## config.mk

```make
export PLATFORM = sky130hd
export DESIGN_NAME = fpnew_f2i_writeback
export DESIGN_NICKNAME = d
export VERILOG_FILES = /design/src/rtl/fpnew_f2i_writeback.sv
export SDC_FILE = /design/constraint.sdc
export NUM_CORES = 1
export LEC_CHECK = 0
export BUFFER_PORTS_ARGS = -buffer_cell sky130_fd_sc_hd__buf_4
export CORE_ASPECT_RATIO = 0.7
export CORE_UTILIZATION = 55
export DETAILED_ROUTE_END_ITERATION = 8
export PLACE_DENSITY = 0.88
export SYNTH_ARGS = -nofsm -noshare
export SYNTH_HDL_FRONTEND = slang
export SYNTH_SLANG_ARGS = --single-unit
export TNS_END_PERCENT = 10
```

## constraint.sdc

```tcl
create_clock -name clk_i -period 10.6 [get_ports clk_i]
set_input_delay 0.53 -clock clk_i [delete_from_list [all_inputs] [get_ports clk_i]]
set_output_delay 0.53 -clock clk_i [all_outputs]
set_load 0.02 [all_outputs]
```

## src/rtl/fpnew_f2i_writeback.sv

```systemverilog
// fpnew_f2i_writeback: output FIFO behind the FP->int cast unit.
//
// Buffers {result, status, extension bit, tag} so that the cast pipeline is decoupled from
// integer-register writeback back-pressure. in_ready_o depends only on registered state, so
// there is no combinational path from out_ready_i to in_ready_o.
//
// Optional feature: define FPNEW_F2I_WB_FFLAGS_EN to build the sticky fflags accumulator.
// Without it fflags_o is tied to zero and clear_flags_i is ignored.
module fpnew_f2i_writeback #(
  parameter int unsigned DST_WIDTH = 64,
  parameter int unsigned TAG_WIDTH = 1,
  parameter int unsigned DEPTH     = 2
) (
  input  logic                 clk_i,
  input  logic                 rst_i,
  // Upstream (cast unit) side
  input  logic [DST_WIDTH-1:0] result_i,
  input  logic [4:0]           status_i,
  input  logic                 extension_bit_i,
  input  logic [TAG_WIDTH-1:0] tag_i,
  input  logic                 in_valid_i,
  output logic                 in_ready_o,
  // Control
  input  logic                 flush_i,
  input  logic                 clear_flags_i,
  // Downstream (writeback) side
  output logic [DST_WIDTH-1:0] result_o,
  output logic [4:0]           status_o,
  output logic                 extension_bit_o,
  output logic [TAG_WIDTH-1:0] tag_o,
  output logic                 out_valid_o,
  input  logic                 out_ready_i,
  // Status
  output logic [4:0]           fflags_o,
  output logic                 busy_o
);

  localparam int unsigned PtrWidth = (DEPTH > 1) ? $clog2(DEPTH) : 1;
  localparam int unsigned CntWidth = PtrWidth + 1;

  localparam logic [PtrWidth-1:0] PtrOne    = PtrWidth'(1);
  localparam logic [CntWidth-1:0] CntOne    = CntWidth'(1);
  localparam logic [CntWidth-1:0] FullCount = CntWidth'(DEPTH);

  // ---------------------------------------------------------------------------
  // State
  // ---------------------------------------------------------------------------
  logic [PtrWidth-1:0] wr_ptr_q, wr_ptr_d;
  logic [PtrWidth-1:0] rd_ptr_q, rd_ptr_d;
  logic [CntWidth-1:0] count_q, count_d;

  logic [DST_WIDTH-1:0] result_mem [DEPTH];
  logic [4:0]           status_mem [DEPTH];
  logic                 ext_mem    [DEPTH];
  logic [TAG_WIDTH-1:0] tag_mem    [DEPTH];

  logic push, pop;
  logic full, empty;

  // ---------------------------------------------------------------------------
  // Handshake decode: full/empty come from registered count only
  // ---------------------------------------------------------------------------
  always_comb begin
    full  = (count_q == FullCount);
    empty = (count_q == '0);
    push  = in_valid_i & ~full;
    pop   = out_ready_i & ~empty;
  end

  assign in_ready_o  = ~full;
  assign out_valid_o = ~empty;
  assign busy_o      = ~empty;

  // ---------------------------------------------------------------------------
  // Head-of-queue outputs; don't-care while empty
  // ---------------------------------------------------------------------------
  always_comb begin
    result_o        = result_mem[rd_ptr_q];
    status_o        = status_mem[rd_ptr_q];
    extension_bit_o = ext_mem[rd_ptr_q];
    tag_o           = tag_mem[rd_ptr_q];
  end

  // ---------------------------------------------------------------------------
  // Pointer / count next-state; flush discards any handshake in the same cycle
  // ---------------------------------------------------------------------------
  always_comb begin
    wr_ptr_d = wr_ptr_q;
    rd_ptr_d = rd_ptr_q;
    count_d  = count_q;
    if (flush_i) begin
      wr_ptr_d = '0;
      rd_ptr_d = '0;
      count_d  = '0;
    end else begin
      if (push) begin
        wr_ptr_d = wr_ptr_q + PtrOne;
      end
      if (pop) begin
        rd_ptr_d = rd_ptr_q + PtrOne;
      end
      case ({push, pop})
        2'b10:   count_d = count_q + CntOne;
        2'b01:   count_d = count_q - CntOne;
        default: count_d = count_q;
      endcase
    end
  end

  // Pointer and occupancy registers with synchronous reset
  always_ff @(posedge clk_i) begin
    if (rst_i) begin
      wr_ptr_q <= '0;
      rd_ptr_q <= '0;
      count_q  <= '0;
    end else begin
      wr_ptr_q <= wr_ptr_d;
      rd_ptr_q <= rd_ptr_d;
      count_q  <= count_d;
    end
  end

  // Storage write; data registers need no reset since they are only observed when valid
  always_ff @(posedge clk_i) begin
    if (push && !flush_i && !rst_i) begin
      result_mem[wr_ptr_q] <= result_i;
      status_mem[wr_ptr_q] <= status_i;
      ext_mem[wr_ptr_q]    <= extension_bit_i;
      tag_mem[wr_ptr_q]    <= tag_i;
    end
  end

  // ---------------------------------------------------------------------------
  // Sticky exception flags
  // ---------------------------------------------------------------------------
`ifdef FPNEW_F2I_WB_FFLAGS_EN
  logic [4:0] fflags_q, fflags_d;

  // A pop during flush is discarded, so it must not contribute its status
  always_comb begin
    fflags_d = fflags_q;
    if (pop && !flush_i) begin
      fflags_d = (clear_flags_i ? 5'b00000 : fflags_q) | status_o;
    end else if (clear_flags_i) begin
      fflags_d = 5'b00000;
    end
  end

  // Flag register with synchronous reset
  always_ff @(posedge clk_i) begin
    if (rst_i) begin
      fflags_q <= 5'b00000;
    end else begin
      fflags_q <= fflags_d;
    end
  end

  assign fflags_o = fflags_q;
`else
  logic unused_clear_flags;
  assign unused_clear_flags = clear_flags_i;
  assign fflags_o           = 5'b00000;
`endif

endmodule

```

# Yosys cells after proc, flatten, opt, wreduce, memory -nomap -nowiden

Memory sizes are Yosys's and may differ from the RTL's. A register that Yosys moved wholly into a read port is not among the register bits.
Cells that the tools add are included.

Eq/ne operators: 3
$add $sub $neg: 4
Mux-type cells: 11
Bitwise logic cells: 4
Reduce and logical (&&, ||, !) cells: 7

Operator list:

| operator                                                              | count |
|---|---|
| 1-bit 2-to-1 mux                                                      | 10 |
| 2-bit equality test, second input constant                            | 2 |
| 2-bit one-hot mux with 2 select lines                                 | 1 |
| 1-bit adder, second input constant                                    | 2 |
| 2-bit by 1-bit adder with 2-bit output, second input constant         | 1 |
| 1-bit AND                                                             | 2 |
| 2-bit by 1-bit equality test with 1-bit output, second input constant | 1 |
| 1-bit logical AND                                                     | 2 |
| 1-bit logical NOT                                                     | 2 |
| 2-bit logical NOT                                                     | 1 |
| 1-bit inverter                                                        | 2 |
| 2-bit nonzero test                                                    | 1 |
| 2-bit OR reduction                                                    | 1 |
| 2-bit by 1-bit subtractor with 2-bit output, second input constant    | 1 |

Input port bits: 77
Register bits: 4
Bits in writable memories: 142
Logic and storage cells: 36
Memories kept: 4

Memory list:

| name       | depth | bits a word | rd ports | clocked after Yosys merged registers in | write ports | line | source |
|---|---|---|---|---|---|---|---|
| result_mem | 2     | 64          | 1        | 1                                       | 1           | 52   | `logic [DST_WIDTH-1:0] result_mem [DEPTH];` |
| status_mem | 2     | 5           | 1        | 1                                       | 1           | 53   | `logic [4:0] status_mem [DEPTH];` |
| ext_mem    | 2     | 1           | 1        | 1                                       | 1           | 54   | `logic ext_mem [DEPTH];` |
| tag_mem    | 2     | 1           | 1        | 1                                       | 1           | 55   | `logic [TAG_WIDTH-1:0] tag_mem [DEPTH];` |

# Longest topological paths before layout

Depth after elaboration: 7
Mapped depth: 6

# Worst setup path before layout

OpenSTA, ideal clock, no wires.

Path kind: input port to flip-flop
Start: in flush_i
End: mem ext_mem[0], enable pin
Setup time: 587 ps
Setup slack: 4153 ps
Arrival time: 5859 ps
Path buffers: 1
Stages: 3
Cell sequence: or2_2 > clkbuf_1 > nor3_1

Cells in the longest elaborated chain, start to end: 5

RTL lines:

| item                                   | line | source |
|---|---|---|
| from (decl)                            | 24   | `input logic flush_i,` |
| 1-bit logical NOT                      | 125  | `if (push && !flush_i && !rst_i) begin` |
| 1-bit logical AND (2 in a row)         | 125  |  |
| 1-bit 2-to-1 mux                       | 125  |  |
| 1-bit 2-to-1 mux (implied by the code) | 128  | `ext_mem[wr_ptr_q] <= extension_bit_i;` |
| to (decl)                              | 54   |  |

Every way passes these cells.

==> results.sh <==
export IMPL_synth_compound_area_share=0.00558
export IMPL_synth_seq_cells=147
export IMPL_cp_end_kind="output pin"
export IMPL_syn_area_mm2=0.00538
export IMPL_gp_congestion=0.713
export IMPL_num_nets_final=494
export IMPL_cts_buffer_depth=2
export IMPL_crit_chain="mux2_2 -> buf_4"
export IMPL_wl_per_cell_um=18.0
export IMPL_setup_violations_final=0
export IMPL_cpLargestDelayFamily="flip-flops"
export IMPL_hold_class="input port to flop"
export IMPL_die_h_um=84.8
export IMPL_yosysSeqAreaShare=0.811
export IMPL_syn_to_final_growth_pct=35.0
export IMPL_antenna_cells=0
export IMPL_cts_setup_buffers=0
export IMPL_die_area_mm2=0.0102
export IMPL_viasPerCell=5.14
export IMPL_gr_total_overflow=0
export IMPL_power_density_mw_per_mm2=189
export IMPL_synth_area_mux_share=0.149
export IMPL_crit_buf_inv=1
export IMPL_clkTransAtPathRegs_ns=0.06
export IMPL_die_w_um=120
export IMPL_cts_resized=0
export IMPL_grt_util_all_layers=0.206
export IMPL_initialDrtViolationCount=207
export IMPL_syn_avg_cell_area_um2=21.1
export IMPL_fin_area_mm2=0.00727
export IMPL_rrSetupSlack_ns=8.72
export IMPL_grt_max_degree=72
export IMPL_worst_pin_slew_ns=0.957
export IMPL_critPathMaxStageDelay_ns=0.95
export IMPL_multiInputGateArea_um2=952
export IMPL_cts_tree="built"
export IMPL_ys_warn_count=0
export IMPL_port_buffers=149
export IMPL_max_cap_violations=0
export IMPL_max_freq_mhz=391
export IMPL_maxSlewHeadroom=0.362
export IMPL_worstPathRequired_ns=10.07
export IMPL_fin_tns_setup_ns=0
export IMPL_synth_top_area_frac=0.792
export IMPL_p_leak_uw=0.00270
export IMPL_drtAntennaViolNets=0
export IMPL_cts_num_sinks=147
export IMPL_numCtsBuffers=17
export IMPL_ys_types=22
export IMPL_ff_latch_area_mm2=0.00437
export IMPL_startpoint_type="flop"
export IMPL_cp_data_arrival_time_ns=2.02
export IMPL_synthTopCellsByArea="edfxtp_1 79%, mux2_2 15%, dfxtp_1 1.9%"
export IMPL_antenna_found_initial=0
export IMPL_fill_cells=498
export IMPL_grt_pass1_wl_mm=15.1
export IMPL_initial_utilization=0.580
export IMPL_finalCritPeriodShare=0.241
export IMPL_placed_area_mm2=0.00663
export IMPL_rsz0062_at_grt="no"
export IMPL_cp_max_fo=71
export IMPL_postSynthCellCount=255
export IMPL_synth_area_leader_cell="edfxtp_1"
export IMPL_clock_skew_ns=0.0101
export IMPL_hold_violations=0
export IMPL_drive_gt1_frac=0.601
export IMPL_synthAdderAreaFrac=0.00232
export IMPL_core_mm2=0.00929
export IMPL_clk_insertion_delay_late_ns=0.41
export IMPL_synth_xor_area_share=0.00488
export IMPL_htreeDepth=4
export IMPL_dr_pass1_iters=4
export IMPL_root_buffer="clkbuf_16"
export IMPL_min_period_ns=2.55
export IMPL_yosys_area_share_simple=0.0102
export IMPL_status="completed"
export IMPL_slowest_stage="dfxtp_4"
export IMPL_cts_hold_buffers_added=0
export IMPL_vias=2845
export IMPL_dp_hpwl_mm=6.11
export IMPL_drcViolationCount=0
export IMPL_synth_top_family_by_area="multiplexers"
export IMPL_drv_slew=0
export IMPL_routed_wl_mm=9.93
export IMPL_grt_pass1_vias=2990
export IMPL_peakVddDrop_uv=130
export IMPL_critPathKind="flop to output pin"
export IMPL_io_pins=156
export IMPL_num_rows=29
registers in the layout, summed over array words and instances (netlist names), named ones only:
register	flops
result_mem	128
wr_ptr_q	1
status_mem	10
tag_mem	2
rd_ptr_q	1
count_q	2
ext_mem	2
synthesized netlist by cell type:
cell	n
xnor2_1	2
buf_2	8
nand2_1	1
a21o_1	1
nand3_1	1
buf_4	6
clkbuf_1	1
conb_1	1
inv_1	1
nand2b_1	1
xor2_1	1
a21oi_1	2
dfxtp_1	5
o21ai_0	1
ha_1	1
or3_1	1
nor3_1	2
nor2_1	3
or2_2	2
edfxtp_1	142
mux2_2	71
o21a_1	1
logic make-up after synthesis:
group	count (synthesis)
fa+ha+maj	1
xor+xnor	3
buf+inv	16
compound gates	5
mux	71
simple gates	11
flops	147
other cells	1
path summary, 6_finish.rpt:
| path | depth (start not counted) | start | endpoint |
|---|---|---|---|
| setup / recovery | 2 | flop | result_o[16] |
| hold / removal | 1 | result_i[49] | result_mem[1][49] |
| setup reg to reg | 4 | count_q[0] | result_mem[0][16] |
| hold reg to reg | 2 | rd_ptr_q | rd_ptr_q |
layer usage:
metal	up-vias	part of all wire	GRT usage
met1	1388	0.40	0.247
met3	16	0.089	0.0849
met2	134	0.50	0.334
li1	1307	-	-
met5	-	0	0
met4	0	0.012	0.0808
cells in the final DEF (no fill, tap or decap), types with 2 or more instances in the layout:
cell type  instances
a21oi_1            2
buf_4            153
bufinv_16          5
clkbuf_1           2
clkbuf_16         17
clkinv_2           2
clkinv_4           3
conb_1             5
dfxtp_1            4
edfxtp_1         142
mux2_2            71
nor2_1             3
nor3_2             2
or2_2              2
xnor2_1            2
power breakdown:
group | switching (uW) | internal, uW
combinational | 40.0 | 42.9
clock | 221 | 417
sequential | 5.43 | 650
total | 266 | 1110
layout make-up:
cell class	instances	share of cell area
well taps	124	0.0213
inverters	1	0.000517
repair buffers	153	0.158
flip-flops and latches	147	0.601
multi-input cells	96	0.131
clock inverters	13	0.0284
clock buffers	19	0.0596
metrics by stage:
| stage | setup slack, ns | cells | utilization | hold WS [ns] | total power, uW |
|---|---|---|---|---|---|
| after floorplan | 4.15 | 259 | - | 0.480 | 706 |
| after global placement | 8.46 | 521 | 0.713 | 0.494 | 746 |
| after detailed placement | 8.43 | 521 | 0.713 | 0.512 | 750 |
| after CTS | 8.04 | 553 | 0.782 | 0.287 | 1390 |
| after global routing | 7.95 | 553 | 0.782 | 0.282 | 1410 |
| final | 8.05 | 553 | 0.782 | 0.301 | 1380 |
No activity file was read; power rests on OpenSTA's default activity.
